===== src/rtl/b32p_bus_arbiter_pkg.sv =====
// ---------------------------------------------------------------------------
// b32p_bus_pkg
// Shared definitions for the B32P memory bus arbiter and the blocks that talk
// to it (CPU pipeline, memory unit).
//   - state_t : arbiter sequencing states (IDLE=0, START=1, WAIT=2, RESP=3)
//   - owner_t : which CPU port owns a bus transaction (FETCH=0, DATA=1)
//   - B32P_ADDR_W / B32P_DATA_W : default bus widths
//   - pick_owner : round-robin choice between the two request lines
// ---------------------------------------------------------------------------
package b32p_bus_pkg;

    localparam int B32P_ADDR_W = 27;
    localparam int B32P_DATA_W = 32;

    // Watchdog counter width; TIMEOUT is limited to 1..255 so it never wraps.
    localparam int CNT_W = 8;

    typedef enum logic [1:0] {
        IDLE  = 2'd0,
        START = 2'd1,
        WAIT  = 2'd2,
        RESP  = 2'd3
    } state_t;

    typedef enum logic {
        FETCH = 1'b0,
        DATA  = 1'b1
    } owner_t;

    // Data wins when fetch is not asking, or when both ask and fetch owned
    // the previous transaction. Only meaningful when at least one req is high.
    function automatic owner_t pick_owner(input logic   f_req,
                                          input logic   d_req,
                                          input owner_t last_owner);
        if (d_req && (!f_req || last_owner == FETCH)) begin
            return DATA;
        end
        return FETCH;
    endfunction

endpackage


===== src/rtl/b32p_bus_arbiter.sv =====
// ---------------------------------------------------------------------------
// b32p_bus_arbiter
// Shares the single CPU-side memory bus between the instruction-fetch port
// and the data-access port. Each access runs IDLE -> START -> WAIT -> RESP.
// Simultaneous requests alternate (round-robin on the last owner). A watchdog
// ends a WAIT that lasts too long with an error acknowledge.
//
// Ports:
//   clk, reset            clock, asynchronous active-low reset
//   f_req, f_addr         fetch request / address
//   f_q, f_ack            fetch read data / one-cycle completion pulse
//   d_req, d_we, d_addr,  data request, write enable, address, write data
//   d_data
//   d_q, d_ack            data read data / one-cycle completion pulse
//   err                   valid with an ack; 1 = access timed out
//   bus_start             one-cycle pulse opening a bus transaction
//   bus_addr, bus_data,   registered transaction address / write data /
//   bus_we                write enable, held until the next grant
//   bus_q, bus_done       bus read data / completion, sampled only in WAIT
// ---------------------------------------------------------------------------
module b32p_bus_arbiter
    import b32p_bus_pkg::*;
#(
    parameter int ADDR_W  = B32P_ADDR_W,
    parameter int DATA_W  = B32P_DATA_W,
    parameter int TIMEOUT = 255
) (
    input  logic              clk,
    input  logic              reset,
    input  logic              f_req,
    input  logic [ADDR_W-1:0] f_addr,
    output logic [DATA_W-1:0] f_q,
    output logic              f_ack,
    input  logic              d_req,
    input  logic              d_we,
    input  logic [ADDR_W-1:0] d_addr,
    input  logic [DATA_W-1:0] d_data,
    output logic [DATA_W-1:0] d_q,
    output logic              d_ack,
    output logic              err,
    output logic              bus_start,
    output logic [ADDR_W-1:0] bus_addr,
    output logic [DATA_W-1:0] bus_data,
    output logic              bus_we,
    input  logic [DATA_W-1:0] bus_q,
    input  logic              bus_done
);

    localparam logic [CNT_W-1:0] TIMEOUT_CNT = CNT_W'(TIMEOUT);
    localparam logic [CNT_W-1:0] CNT_ONE     = CNT_W'(1);

    state_t             state;
    state_t             state_next;
    owner_t             owner;
    owner_t             last_owner;
    owner_t             grant_owner;
    logic [CNT_W-1:0]   cnt;
    logic [DATA_W-1:0]  result;
    logic               result_err;
    logic               timed_out;

    assign grant_owner = pick_owner(f_req, d_req, last_owner);
    assign timed_out   = (cnt == TIMEOUT_CNT);

    // Both ports read the same result register; only the ack tells which
    // port the value belongs to.
    assign f_q = result;
    assign d_q = result;
    assign err = result_err;

    // State register
    always_ff @(posedge clk or negedge reset) begin
        if (!reset) begin
            state <= IDLE;
        end else begin
            state <= state_next;
        end
    end

    // Next-state logic
    always_comb begin
        state_next = state;
        case (state)
            IDLE:    if (f_req || d_req) state_next = START;
            START:   state_next = WAIT;
            WAIT:    if (bus_done || timed_out) state_next = RESP;
            RESP:    state_next = IDLE;
            default: state_next = IDLE;
        endcase
    end

    // Outputs decoded from state
    always_comb begin
        bus_start = 1'b0;
        f_ack     = 1'b0;
        d_ack     = 1'b0;
        case (state)
            START: bus_start = 1'b1;
            RESP: begin
                f_ack = (owner == FETCH);
                d_ack = (owner == DATA);
            end
            default: ;
        endcase
    end

    // Transaction registers, watchdog and result capture
    always_ff @(posedge clk or negedge reset) begin
        if (!reset) begin
            bus_addr   <= '0;
            bus_data   <= '0;
            bus_we     <= 1'b0;
            owner      <= FETCH;
            last_owner <= FETCH;
            cnt        <= '0;
            result     <= '0;
            result_err <= 1'b0;
        end else begin
            case (state)
                IDLE: begin
                    if (f_req || d_req) begin
                        owner <= grant_owner;
                        if (grant_owner == DATA) begin
                            bus_addr <= d_addr;
                            bus_data <= d_data;
                            bus_we   <= d_we;
                        end else begin
                            // Fetches are always reads with no payload.
                            bus_addr <= f_addr;
                            bus_data <= '0;
                            bus_we   <= 1'b0;
                        end
                    end
                end
                START: cnt <= '0;
                WAIT: begin
                    // A done arriving on the timeout cycle still counts as done.
                    if (bus_done) begin
                        result     <= bus_we ? '0 : bus_q;
                        result_err <= 1'b0;
                    end else if (timed_out) begin
                        result     <= '0;
                        result_err <= 1'b1;
                    end else begin
                        cnt <= cnt + CNT_ONE;
                    end
                end
                RESP: last_owner <= owner;
                default: ;
            endcase
        end
    end

endmodule


===== config.mk =====
export PLATFORM = sky130hd
export DESIGN_NAME = b32p_bus_arbiter
export DESIGN_NICKNAME = d
export VERILOG_FILES = /design/src/rtl/b32p_bus_arbiter_pkg.sv /design/src/rtl/b32p_bus_arbiter.sv
export SDC_FILE = /design/constraint.sdc
export NUM_CORES = 1
export LEC_CHECK = 0
export ABC_CLOCK_PERIOD_IN_PS = 4000
export CORE_UTILIZATION = 42
export DETAILED_ROUTE_END_ITERATION = 7
export GPL_ROUTABILITY_DRIVEN = 0
export HOLD_SLACK_MARGIN = 0.02
export PLACE_DENSITY = 0.86
export SYNTH_ARGS = -nofsm -noshare
export SYNTH_HDL_FRONTEND = slang
export SYNTH_SLANG_ARGS = --single-unit

===== constraint.sdc =====
create_clock -name clk -period 4 [get_ports clk]
set_input_delay 1.2 -clock clk [delete_from_list [all_inputs] [get_ports clk]]
set_output_delay 1.2 -clock clk [all_outputs]
set_load 0.05 [all_outputs]

# Word level (Yosys, flattened, before mapping)
# Cells that the tools add are included.
# word_totals
regBits,105
in_bits,124
out_inout_bits,128
elab_cells,52
# classes
addsub,1
eq_ne,8
muxes,20
n_bitwise,2
n_reduce_logical,12
# op_table
cell,n
32-bit 2-to-1 mux,4
27-bit 2-to-1 mux,1
8-bit 2-to-1 mux,2
8-bit case mux with 2 select lines,1
1-bit 2-to-1 mux,9
8-bit by 1-bit adder with 8-bit output (second input constant),1
8-bit equality test (second input constant),1
2-bit != test (second input constant),4
2-bit case mux with 4 select lines,1
2-bit AND reduction,3
2-bit equality test (second input constant),2
2-bit 2-to-1 mux,2
2-bit nonzero test,2
1-bit logical OR,3
3-bit AND reduction,1
2-bit by 1-bit equality test with 1-bit output (second input constant),1
2-bit logical NOT,1
1-bit inverter,2
1-bit logical AND,1
1-bit logical NOT,1

# Logic depth before layout (Yosys ltp)
# logic_depth
depth_word,6
mapped_depth,7
mapped_depth_nobuf,6

# Least setup slack after synthesis
# OpenSTA, ideal clock, no wires.
# synth_path
path_kind,flip-flop to output port
from,reg state[0]
to,out f_ack
arrival_ns,1.269
t_required_ns,2.800
path_slack_ns,1.531
stages_incl_launch_ff,3
n_path_buf,0
path_cell_list,dfrtp_1 ha_1 nor2b_1
# synth_between
elab_chain_cells,2
# synth_lines
item,line_no,text
start: declaration,b32p_bus_arbiter.sv:52,state_t state;
start signal: assignment,b32p_bus_arbiter.sv:76,state <= state_next;
2-bit equality test,b32p_bus_arbiter.sv:97,case (state)
1-bit 2-to-1 mux,b32p_bus_arbiter.sv:97,
end: declaration,b32p_bus_arbiter.sv:33,"output logic f_ack,"
# No other way between the ends.

# Final worst setup path
# layout_path
from,reg state[1]
to,out bus_start
# layout_between
elab_chain_cells,2
# layout_lines
item,line_no,text
2-bit by 1-bit equality test with 1-bit output,b32p_bus_arbiter.sv:97,
1-bit 2-to-1 mux,b32p_bus_arbiter.sv:97,
end: declaration,b32p_bus_arbiter.sv:41,"output logic bus_start,"
# No other way between the ends.

==> key figures <==
Critical path
  – Worst Setup SP: state[1]$_DFFE_PN0P_
  – Worst path cell trace: inv_1 -> ha_1 -> clkdlybuf4s50_1
  – WP data required: 2800 ps
  – Worst path arrival time: 2010 ps
  – Slowest cell on crit path: clkdlybuf4s50_1
  – Reg2Reg Setup Slack: 1790 ps
  – Critical path endpoint: bus_start
  – CP peak stage delay: 850 ps
  – Critical-path maximum fanout: 6
  – Startpoint Class: flop
  – Crit path kind: flop to output port
  – Crit path capture type: output port
  – Reg2reg path depth: 6
  – Reg-to-Reg End: cnt[3]$_DFFE_PN0P_
  – FF-to-FF Start: state[0]$_DFFE_PN0P_

Timing
  – Fin crit share: 80.2%
  – Setup TNS: 0 ps
  – Endpoints failing hold: 0
  – Final setup vio count: 0
  – Clk_skew: 10.4 ps
  – Max-slew violation count: 0
  – Max_slew headroom: 47.5%
  – Slew @ Worst Pin: 788 ps
  – Fin crit period: 3210 ps
  – Worst Setup Slack, final: 790 ps
  – Max Fclk: 0.312 GHz
  – Unrepaired setup endpoints after global routing: false

Routing
  – Antenna-violating nets left: 0
  – Vias: 3754
  – Vias per cell: 5.15
  – DRT iter0 DRCs: 163
  – Drt total wl: 12.8 mm
  – Drt first pass iters: 5
  – Routed len/inst: 17.6 um
  – DRC: 0

Finish
  – Ratio of cells with drive above 1 in the final layout: 5.23%
  – Layout Nets: 718
  – Diode count: 0
  – P&R area growth vs syn: 58.5%

Placed design
  – Setup slack at placement: 786 ps
  – PortBufs: 251
  – Hpwl dp: 9.70 mm

Power and ir drop
  – Leakage: 3.11 nW
  – VDD IR max: 0.000583 V
  – PwrDens: 950 mW/mm2

Worst hold path
  – Hold WC Path Type: flop to flop

GRT
  – First-pass GRT wire length: 20.5 mm
  – Gr usage total: 23.9%
  – GRT overflow: 0
  – Number of global-route vias before repair: 3899
  – Largest net degree at the start of global routing: 89
  – Initial antenna violation count: 0

Logic synthesis
  – Yosys reg bits: 105
  – Synth cell types: 35
  – Top cells by area, synth: dfrtp_1, a22o_1, mux2i_1, buf_4, o21ai_0
  – Post-synthesis cell count: 375
  – Post-synth top area share: 58.5%
  – Most numerous cell in the Yosys netlist: dfrtp_1
  – Mapped Area: 0.00449 mm2
  – Synth Net Count: 505
  – Cell taking the most area after synthesis: dfrtp_1
  – Yosys warns: 0
  – Post-synth ARST share: 100%
  – Post-synth EDFFs: 0
  – Sequential element share of the synthesized area: 58.5%
  – Syn avg cell area: 12.0 um2
  – Most common flop cell mapped by yosys: dfrtp_1
  – Top cells by count, synth: dfrtp_1, a22o_1, nand2_1

Clock network
  – Clock latency on the worst-skew pair: 350 ps
  – Clock buffer depth: 2
  – # H-tree levels: 3
  – Post-cts sizing count: 0
  – Post-CTS setup buffer count: 0
  – TritonCTS clock tree: built
  – Hold Buf Count CTS: 0
  – CTS Buf Count: 9
  – CTS sink count: 105
  – Clock-pin slew on the worst setup and hold paths: 90 ps
  – Clock Root Buffer: clkbuf_8

Floorplanning
  – Core region area: 0.0103 mm2
  – Starting Density: 43.5%
  – Die area: 0.0111 mm2
  – Die height: 105 um
  – Top Ports: 252
  – Die width: 105 um
  – Rows: 37

Run
  – Max-Cap Viols: 0

Run status
  – Status: finished, final reports clean
==> registers in the layout, indices dropped and copies added (netlist names) <==
signal,flops
bus_data,32
d_q,32
bus_addr,27
cnt,8
state,2
bus_we,1
err,1
last_owner,1
owner,1
==> placed cells by master, fill, tap and decap left out, types with 2 or more instances in the layout <==
cell type and instances:
clkdlybuf4s50_1 250, dfrtp_1 105, a22o_1 65, nand2_1 37, mux2i_1 30, o21ai_0 28, clkbuf_8 13, buf_4 7
nor2_1 6, ha_1 6, inv_1 4, a21oi_1 4, nor2b_1 3, and2_1 2, nand2b_1 2, nand3_1 2
nor3_1 2, nor3b_1 2, a21o_1 2, mux2_2 2, clkinv_2 2
==> worst max-delay path, delay by kind of cell (launching register included) <==
family | cells | cell delay [ps]
buffers and inverters | 2 | 960
flip-flops | 1 | 410
adder cells (fa/ha/maj) | 1 | 300
==> power breakdown <==
group | leakage [nW] | internal (W) | switching, W
sequential | 1.34 | 0.00152 | 0.000334
combinational | 1.66 | 0.00147 | 0.00281
clock | 0.102 | 0.000294 | 0.000330
total | 3.11 | 0.00329 | 0.00347
==> per-stage QoR <==
| stage | hold WS [ps] | power (W) | util, % | instances | instance area (um2) |
|---|---|---|---|---|---|
| after floorplan | 471 | 0.00478 | - | 375 | 4490 |
| after global placement | 460 | 0.00608 | 67.1 | 713 | 6930 |
| after detailed placement | 470 | 0.00616 | 67.1 | 713 | 6930 |
| after CTS | 492 | 0.00680 | 68.9 | 729 | 7120 |
| after global routing | 519 | 0.00706 | 68.9 | 729 | 7120 |
| final | 490 | 0.00676 | 68.9 | 729 | 7120 |
==> how the worst min path moves through the flow <==
stage               slack (ps)                        to                startpoint  cells after the start
detailed placement         470   bus_addr[7]$_DFFE_PN0P_   bus_addr[7]$_DFFE_PN0P_                      2
floorplan                  470        cnt[5]$_DFFE_PN0P_        cnt[5]$_DFFE_PN0P_                      1
global placement           460   bus_addr[9]$_DFFE_PN0P_   bus_addr[9]$_DFFE_PN0P_                      2
global route               520   bus_addr[5]$_DFFE_PN0P_   bus_addr[5]$_DFFE_PN0P_                      2
finish                     490   bus_addr[7]$_DFFE_PN0P_   bus_addr[7]$_DFFE_PN0P_                      2
CTS                        490  bus_addr[22]$_DFFE_PN0P_  bus_addr[22]$_DFFE_PN0P_                      2
==> cell families after synthesis <==
family	synth area share [%]
buf+inv	7.91
fa+ha+maj	1.67
compound gates	18.3
simple gates	6.24
flops	58.5
mux	7.19
xor+xnor	0.195
==> area by class of cell <==
class | count | area [um2]
Clock inverter | 2 | 10.0
Fill cell | 745 | 3210
Multi-Input combinational cell | 210 | 1540
Sequential cell | 105 | 2630
Tap cell | 136 | 170
Clock buffer | 14 | 183
Inverter | 4 | 15.0
Timing Repair Buffer | 258 | 2570
==> per-layer routing <==
layer  routed length [um]  track usage (%)  up-vias
met3                  919             5.32       25
met5                    0                0        -
met2                 6630             42.0      192
li1                     -                -     1733
met1                 4980             28.4     1804
met4                  292             8.95        0
No activity file was read; power rests on OpenSTA's default activity.
